$ cat config.mk
export PLATFORM = sky130hd
export DESIGN_NAME = rr_mux_n_flat
export DESIGN_NICKNAME = d
export VERILOG_FILES = /design/src/rtl/rr_mux_pkg.sv /design/src/rtl/rr_mux_if.sv /design/src/rtl/rr_arbiter.sv /design/src/rtl/rr_mux_n.sv /design/src/flat_wrapper.sv
export SDC_FILE = /design/constraint.sdc
export NUM_CORES = 1
export LEC_CHECK = 0
export BUFFER_PORTS_ARGS = -buffer_cell sky130_fd_sc_hd__buf_2
export CAP_MARGIN = 10
export CORE_MARGIN = 8
export CORE_UTILIZATION = 44
export DETAILED_ROUTE_END_ITERATION = 7
export GPL_ROUTABILITY_DRIVEN = 0
export PLACE_DENSITY = 0.85
export SLEW_MARGIN = 40
export SYNTH_ARGS = -nofsm -noshare
export SYNTH_HDL_FRONTEND = slang
export SYNTH_SLANG_ARGS = --single-unit
$ cat constraint.sdc
create_clock -name clk -period 7.2 [get_ports clk]
set_clock_uncertainty 0.05 [all_clocks]
set_input_delay 1.44 -clock clk [delete_from_list [all_inputs] [get_ports clk]]
set_output_delay 1.44 -clock clk [all_outputs]
set_load 0.03 [all_outputs]
$ cat src/rtl/rr_mux_pkg.sv
// Shared definitions for the rr_mux_n channel multiplexer: mode encodings,
// lock FSM states and the rotate-and-find-first scan used by the arbiter.
package rr_mux_pkg;

   localparam logic MODE_SEL = 1'b0;
   localparam logic MODE_RR  = 1'b1;

   // Upper bound on CHANNELS; the scan helper works on a fixed-width vector.
   localparam int MAX_CH = 32;
   localparam int IDX_W  = 5;

   typedef enum logic {
      LK_IDLE   = 1'b0,
      LK_LOCKED = 1'b1
   } lock_state_t;

   typedef struct packed {
      logic             found;
      logic [IDX_W-1:0] idx;
   } rr_pick_t;

   // First set bit of req at or above ptr, wrapping modulo n. The loop runs
   // downward so the lowest rotated offset is the last one written.
   function automatic rr_pick_t rr_find_first(input logic [MAX_CH-1:0] req,
                                              input logic [IDX_W-1:0]  ptr,
                                              input int                n);
      rr_pick_t p;
      int       c;
      p = '0;
      for (int i = MAX_CH - 1; i >= 0; i--) begin
         if (i < n) begin
            c = int'(ptr) + i;
            if (c >= n) c = c - n;
            if (req[c[IDX_W-1:0]]) begin
               p.found = 1'b1;
               p.idx   = c[IDX_W-1:0];
            end
         end
      end
      return p;
   endfunction

endpackage

$ cat src/rtl/rr_mux_if.sv
// Handshake and data bundle for rr_mux_n. master = producers/consumer side,
// slave = the multiplexer. in_last_i exists only when RR_MUX_LOCK_EN is defined.
interface rr_mux_if #(
   parameter int WIDTH    = 32,
   parameter int CHANNELS = 8
);
   localparam int SEL_W = $clog2(CHANNELS);

   logic                      mode_i;
   logic [SEL_W-1:0]          sel_i;
   logic [CHANNELS-1:0]       in_valid_i;
   logic [CHANNELS*WIDTH-1:0] in_data_i;
`ifdef RR_MUX_LOCK_EN
   logic [CHANNELS-1:0]       in_last_i;
`endif
   logic [CHANNELS-1:0]       in_ready_o;
   logic                      out_valid_o;
   logic [WIDTH-1:0]          out_data_o;
   logic [SEL_W-1:0]          out_chan_o;
   logic                      out_ready_i;

   modport master (
`ifdef RR_MUX_LOCK_EN
      output in_last_i,
`endif
      output mode_i, sel_i, in_valid_i, in_data_i, out_ready_i,
      input  in_ready_o, out_valid_o, out_data_o, out_chan_o
   );

   modport slave (
`ifdef RR_MUX_LOCK_EN
      input  in_last_i,
`endif
      input  mode_i, sel_i, in_valid_i, in_data_i, out_ready_i,
      output in_ready_o, out_valid_o, out_data_o, out_chan_o
   );

endinterface

$ cat src/rtl/rr_arbiter.sv
// Round-robin priority scan over CHANNELS request bits plus the rotating
// start pointer. The pointer moves only when the parent says a transfer
// should advance it.
module rr_arbiter
   import rr_mux_pkg::*;
#(
   parameter int CHANNELS = 8,
   parameter int SEL_W    = $clog2(CHANNELS)
) (
   input  logic                clk,
   input  logic                rst_n,
   input  logic [CHANNELS-1:0] req,
   input  logic                advance,
   input  logic [SEL_W-1:0]    adv_ch,
   output logic [SEL_W-1:0]    gnt_idx,
   output logic                gnt_vld
);

   logic [SEL_W-1:0]  ptr_q;
   logic [MAX_CH-1:0] req_ext;
   rr_pick_t          pick;

   // Rotated first-one search starting at ptr_q.
   always_comb begin
      req_ext                 = '0;
      req_ext[CHANNELS-1:0]   = req;
      pick                    = rr_find_first(req_ext, IDX_W'(ptr_q), CHANNELS);
   end

   assign gnt_idx = SEL_W'(pick.idx);
   assign gnt_vld = pick.found;

   // Pointer moves past the served channel; explicit wrap for non-power-of-2.
   always_ff @(posedge clk or negedge rst_n) begin
      if (!rst_n) begin
         ptr_q <= '0;
      end else if (advance) begin
         ptr_q <= (adv_ch == SEL_W'(CHANNELS - 1)) ? '0 : adv_ch + SEL_W'(1);
      end
   end

endmodule

$ cat src/rtl/rr_mux_n.sv
// Registered N-channel multiplexer with valid/ready handshakes, selecting by
// explicit index or round-robin. Optional packet lock under RR_MUX_LOCK_EN.
//
//   state     | meaning
//   ----------+----------------------------------------------------------
//   LK_IDLE   | every beat arbitrated independently (mode_i/sel_i/ptr)
//   LK_LOCKED | mid-packet; only lock_ch may transfer until its last beat
module rr_mux_n #(
   parameter int WIDTH    = 32,
   parameter int CHANNELS = 8
) (
   input logic      clk,
   input logic      rst_n,
   rr_mux_if.slave  bus
);
   import rr_mux_pkg::*;

   localparam int SEL_W = $clog2(CHANNELS);

   logic                free;
   logic                sel_ok;
   logic                cand_vld;
   logic                xfer;
   logic                advance;
   logic                locked;
   logic [SEL_W-1:0]    lock_ch;
   logic [SEL_W-1:0]    gnt;
   logic [SEL_W-1:0]    arb_idx;
   logic                arb_vld;
   logic [MAX_CH-1:0]   valid_ext;
   logic [WIDTH-1:0]    gnt_data;
   logic [CHANNELS-1:0] ready;
   logic                out_valid;
   logic [WIDTH-1:0]    out_data;
   logic [SEL_W-1:0]    out_chan;

   // Zero-extended valids so out-of-range selects read as not valid.
   always_comb begin
      valid_ext                 = '0;
      valid_ext[CHANNELS-1:0]   = bus.in_valid_i;
   end

`ifdef RR_MUX_LOCK_EN
   lock_state_t       state_q, state_d;
   logic [SEL_W-1:0]  lock_ch_q, lock_ch_d;
   logic [MAX_CH-1:0] last_ext;
   logic              last_g;

   // Last-beat flag of whichever channel is granted this cycle.
   always_comb begin
      last_ext                 = '0;
      last_ext[CHANNELS-1:0]   = bus.in_last_i;
      last_g                   = last_ext[IDX_W'(gnt)];
   end

   // Lock FSM state register.
   always_ff @(posedge clk or negedge rst_n) begin
      if (!rst_n) begin
         state_q   <= LK_IDLE;
         lock_ch_q <= '0;
      end else begin
         state_q   <= state_d;
         lock_ch_q <= lock_ch_d;
      end
   end

   // Lock FSM next state: open on a non-last beat, close on the last one.
   always_comb begin
      state_d   = state_q;
      lock_ch_d = lock_ch_q;
      case (state_q)
         LK_IDLE: begin
            if (xfer && !last_g) begin
               state_d   = LK_LOCKED;
               lock_ch_d = gnt;
            end
         end
         LK_LOCKED: begin
            if (xfer && last_g) state_d = LK_IDLE;
         end
         default: state_d = LK_IDLE;
      endcase
   end

   assign locked  = (state_q == LK_LOCKED);
   assign lock_ch = lock_ch_q;
   // Pointer moves only when a packet (or single beat) completes.
   assign advance = xfer && last_g && (locked || bus.mode_i == MODE_RR);
`else
   assign locked  = 1'b0;
   assign lock_ch = '0;
   assign advance = xfer && (bus.mode_i == MODE_RR);
`endif

   rr_arbiter #(
      .CHANNELS (CHANNELS),
      .SEL_W    (SEL_W)
   ) u_arb (
      .clk      (clk),
      .rst_n    (rst_n),
      .req      (bus.in_valid_i),
      .advance  (advance),
      .adv_ch   (gnt),
      .gnt_idx  (arb_idx),
      .gnt_vld  (arb_vld)
   );

   // Grant selection: lock overrides mode, select mode overrides round-robin.
   always_comb begin
      sel_ok   = int'(bus.sel_i) < CHANNELS;
      gnt      = arb_idx;
      cand_vld = arb_vld;
      if (locked) begin
         gnt      = lock_ch;
         cand_vld = valid_ext[IDX_W'(lock_ch)];
      end else if (bus.mode_i == MODE_SEL) begin
         gnt      = bus.sel_i;
         cand_vld = sel_ok && valid_ext[IDX_W'(bus.sel_i)];
      end
   end

   assign free = !out_valid || bus.out_ready_i;
   // rst_n gating keeps in_ready_o low for the whole reset assertion.
   assign xfer = rst_n && free && cand_vld;

   // One-hot ready and data mux for the granted channel.
   always_comb begin
      ready    = '0;
      gnt_data = '0;
      for (int k = 0; k < CHANNELS; k++) begin
         if (gnt == SEL_W'(k)) begin
            ready[k] = xfer;
            gnt_data = bus.in_data_i[k*WIDTH +: WIDTH];
         end
      end
   end

   // One-deep output stage: load on transfer, drain when consumed.
   always_ff @(posedge clk or negedge rst_n) begin
      if (!rst_n) begin
         out_valid <= 1'b0;
         out_data  <= '0;
         out_chan  <= '0;
      end else if (xfer) begin
         out_valid <= 1'b1;
         out_data  <= gnt_data;
         out_chan  <= gnt;
      end else if (bus.out_ready_i) begin
         out_valid <= 1'b0;
      end
   end

   assign bus.in_ready_o  = ready;
   assign bus.out_valid_o = out_valid;
   assign bus.out_data_o  = out_data;
   assign bus.out_chan_o  = out_chan;

endmodule

$ cat src/flat_wrapper.sv
// flat-port wrapper written by rule: the top's interface ports become plain ports
module rr_mux_n_flat import rr_mux_pkg::*;
#(
   parameter int WIDTH    = 32,
   parameter int CHANNELS = 8
)
  (clk, rst_n, bus_mode_i, bus_sel_i, bus_in_valid_i, bus_in_data_i, bus_out_ready_i, bus_in_ready_o, bus_out_valid_o, bus_out_data_o, bus_out_chan_o);
  rr_mux_if #(.WIDTH(WIDTH), .CHANNELS(CHANNELS)) bus_i ();
  input logic clk;
  input logic rst_n;
  input wire logic [$bits(bus_i.mode_i)-1:0] bus_mode_i;
  input wire logic [$bits(bus_i.sel_i)-1:0] bus_sel_i;
  input wire logic [$bits(bus_i.in_valid_i)-1:0] bus_in_valid_i;
  input wire logic [$bits(bus_i.in_data_i)-1:0] bus_in_data_i;
  input wire logic [$bits(bus_i.out_ready_i)-1:0] bus_out_ready_i;
  output wire logic [$bits(bus_i.in_ready_o)-1:0] bus_in_ready_o;
  output wire logic [$bits(bus_i.out_valid_o)-1:0] bus_out_valid_o;
  output wire logic [$bits(bus_i.out_data_o)-1:0] bus_out_data_o;
  output wire logic [$bits(bus_i.out_chan_o)-1:0] bus_out_chan_o;
  assign bus_i.mode_i = bus_mode_i;
  assign bus_i.sel_i = bus_sel_i;
  assign bus_i.in_valid_i = bus_in_valid_i;
  assign bus_i.in_data_i = bus_in_data_i;
  assign bus_i.out_ready_i = bus_out_ready_i;
  assign bus_in_ready_o = bus_i.in_ready_o;
  assign bus_out_valid_o = bus_i.out_valid_o;
  assign bus_out_data_o = bus_i.out_data_o;
  assign bus_out_chan_o = bus_i.out_chan_o;
  rr_mux_n #(.WIDTH(WIDTH), .CHANNELS(CHANNELS)) u_core (.clk(clk), .rst_n(rst_n), .bus(bus_i));
endmodule
==> impl_metrics.toml <==
[drt]
viasPerCell = 6.19
drt_iter0_drc = 822
antenna_left = 0
routedWlPerCell_um = 21.8
vias = 6350
drc = 0
wirelength_mm = 22.3
first_pass_iters = 6

[setup_path]
critPathCaptureType = "primary output"
worst_r2r_endpoint = "u_core.bus.out_data_o[21]"
worst-setup-path-type = "in -> out"
required_ns = 5.71
cp-start-kind = "input port"
ff2ff_setup_slack_ns = 1.66
cp.arrival_ns = 4.86
crit_path_max_fanout = 25
setup.worst_path.start = "bus_in_valid_i[6]"
rr_startpoint = "u_core.u_arb.ptr_q[1]"
worstRegToRegCells = 20
endpoint = "bus_in_ready_o[3]"

[global_routing]
grt_pass1_vias = 6017
use_met2_pct = 45.0
grt_pass1_wl_mm = 33.1
antenna_found_initial = 4
grt_use_met3_pct = 5.96
grt_max_degree = 52
gr-total-overflow = 0
grt_usage_pct = 28.3
grt_use_met1_pct = 37.3
grt-busiest-layer = "met2"

[logic_synthesis]
synth_seq_cells = 39
seq_area_frac_synth_pct = 19.9
synthTopCellsByArea = "dfrtp_1, a22oi_1, nand2_1"
synth_simple_gate_area_share_pct = 16.9
synth_top_family_by_area = "compound AO/OA/AOI/OAI gates"
yosysWarnings = 0
syn_inst = 612
synth-compound-area-share_pct = 40.9
synth_xor_area_share_pct = 0.536
synth_mux_area_share_pct = 10.9
synth-edff-count = 0
async_reset_ff_share_pct = 100
ys_types = 57
yosys.area_share.adder_pct = 3.07
synth.avg_cell_area_um2 = 8.00
synth_flop_cell = "dfrtp_1"
synth.top_cell.area_share_pct = 19.9
syn-cell-area_um2 = 4900
yosysTopAreaCell = "dfrtp_1"
syn_nets = 895

[layout]
area_delta_synth_final_pct = 34.0
drive_above_1_share_pct = 44.1
nets = 1164
fin_cells = 1026
fin_util_pct = 60.6
fill_cells = 1025

[sta]
fin_crit_ns = 6.35
slew_headroom_pct = 48.1
fin_crit_sh_pct = 88.2
hold_violations = 0
finalSetupViolations = 0
rsz0062_at_grt = "false"
clock.fmax_ghz = 0.157
tightest_slew_ns = 0.776
finalSetupTns_ns = 0
setup_ws_ns = 0.846
drv_slew = 0

[die]
die_h_um = 122
core_area_um2 = 10800
rows = 38
initial_utilization_pct = 45.2
pin_count = 315
die-area_um2 = 14800
die_w_um = 122

[placed_design]
dp_cells = 1014
hpwlAfterDp_mm = 18.1
pre_cts_ws_ns = 0.961
port_buffers = 314

[cts]
cts_tree = "built"
hold_buffers = 0
clk-insertion-delay-late_ns = 0.30
cts_max_path_buffers = 2
clkSlewWorstSetupHoldPaths_ns = 0.09
cts_made_buffers = 5
cts_sinks = 39
cts_root_buf = "clkbuf_8"
cts_setup_buffers = 0
ctsHtreeMaxLevel = 2
cts-resized-gates = 0

[status]
status = "finished, final reports clean"

[power]
pwr-share-comb_pct = 86.4
pwr-share-clk_pct = 4.4
p_switching_mw = 2.48
p_per_area_nw_per_um2 = 660
p_sw_share_pct = 57.2
total_leakage_power_nw = 3.09
peakVddDrop_v = 0.000454
p_int_mw = 1.86
power.share.sequential_pct = 9.2

[job]
drv_cap = 0

[hold_path]
hold_path.class = "reg -> reg"
[metrics by stage]
step	total power [mW]	area, um^2	hold WS, ns
floorplan	3.21	4900	0.609
global placement	4.00	6440	0.440
detailed placement	4.05	6440	0.448
CTS	4.25	6550	0.468
global route	4.63	6570	0.483
finish	4.33	6570	0.463
[power by group through the flow]
stage          sequential (mW)  combinational, mW  clock [mW]
6_report                 0.397               3.74       0.191
5_1_grt                  0.411               4.02       0.202
4_1_cts                  0.396               3.66       0.192
3_5_place_dp             0.400               3.65           0
3_3_place_gp             0.395               3.61           0
2_1_floorplan            0.580               2.63           0
[placed cells by master, fill, tap and decap left out, drive strengths merged, types with 12 or more instances in the layout]
cell and n:
dfrtp 39, and2 23, o21ai 28, nand2 75
o221a 19, o32ai 20, a31oi 21, a22oi 56
nor2 32, ha 12, buf 330, a22o 19
a21oi 42, mux2i 14, nor3 16, o22ai 12
a221o 12, mux4 12, o2bb2ai 12
[kinds of logic (layout without fill, tap and decap cells)]
logic type / count (synthesis) / count (layout)
compound gates: 266 / 266
simple gates: 178 / 178
buf+inv: 78 / 348
flops: 39 / 39
mux: 36 / 36
fa+ha+maj: 12 / 12
xor+xnor: 3 / 3
other cells: 0 / 4
[metal layers]
layer  part of all wire, %  wire length (um)  up-vias
met5                     0                 0        -
met4                   2.6               589        0
met2                    48             10800      389
met3                   9.6              2150       46
met1                    40              8840     2965
li1                      -                 -     2950
[cell usage after synthesis (2+ instances only)]
| library cell | n |
|---|---|
| a211oi_1 | 4 |
| xor2_1 | 2 |
| ha_1 | 12 |
| or3_1 | 2 |
| and2_1 | 22 |
| nand2b_1 | 3 |
| nor3_1 | 16 |
| nor4b_1 | 2 |
| o22ai_1 | 12 |
| a221o_1 | 12 |
| nor2b_1 | 4 |
| buf_6 | 10 |
| a31oi_1 | 21 |
| clkbuf_1 | 51 |
| mux2i_1 | 14 |
| nand2_1 | 75 |
| and3_1 | 9 |
| a31o_2 | 2 |
| a21oi_1 | 42 |
| buf_2 | 6 |
| nand3_1 | 8 |
| o32ai_1 | 20 |
| mux2_2 | 7 |
| mux4_2 | 11 |
| mux2_4 | 2 |
| nor2_1 | 32 |
| dfrtp_1 | 39 |
| a22oi_1 | 56 |
| o2bb2ai_1 | 12 |
| inv_1 | 9 |
| o211a_1 | 2 |
| o221a_2 | 19 |
| o21ai_0 | 26 |
| nand3b_1 | 2 |
| o221ai_1 | 4 |
| o21a_1 | 2 |
| a22o_1 | 19 |
| o21ai_1 | 2 |
[worst min path at each step]
stage	startpoint	endpoint	slack, ns	cells past startpoint
floorplan	u_core.bus.out_chan_o[1]	u_core.bus.out_chan_o[1]	0.61	2
global placement	u_core.bus.out_data_o[23]	u_core.bus.out_data_o[23]	0.44	1
detailed placement	u_core.bus.out_data_o[14]	u_core.bus.out_data_o[14]	0.45	1
CTS	u_core.bus.out_data_o[14]	u_core.bus.out_data_o[14]	0.47	1
global route	u_core.bus.out_data_o[14]	u_core.bus.out_data_o[14]	0.48	1
finish	u_core.bus.out_valid_o	u_core.bus.out_valid_o	0.46	2
[layout make-up]
class / count / area (um^2) / area share, %
inverters: 10 / 40.0 / 0.610
repair buffers: 330 / 1690 / 25.8
clock buffers: 5 / 68.8 / 1.05
multi-input cells: 495 / 3560 / 54.2
well taps: 140 / 175 / 2.67
flip-flops and latches: 39 / 976 / 14.9
clock inverters: 3 / 43.8 / 0.667
diodes: 4 / 10.0 / 0.152
[sequential cells by signal, indices dropped and copies added (netlist names)]
register,count
u_core.bus.out_data_o,32
u_core.u_arb.ptr_q,3
u_core.bus.out_valid_o,1
u_core.bus.out_chan_o,3
[worst max-delay path: stages]
cell      delay (ns)
buf_2           0.14
mux4_1          0.62
o21ai_0         0.23
a311o_1         0.20
a21oi_1         0.04
or3_1           0.31
o2111a_1        0.13
o32ai_1         0.57
inv_1           0.17
ha_1            0.27
ha_1            0.20
buf_4           0.21
inv_1           0.09
nor2_1          0.04
buf_2           0.19
Power figures use the tool's default switching activity.
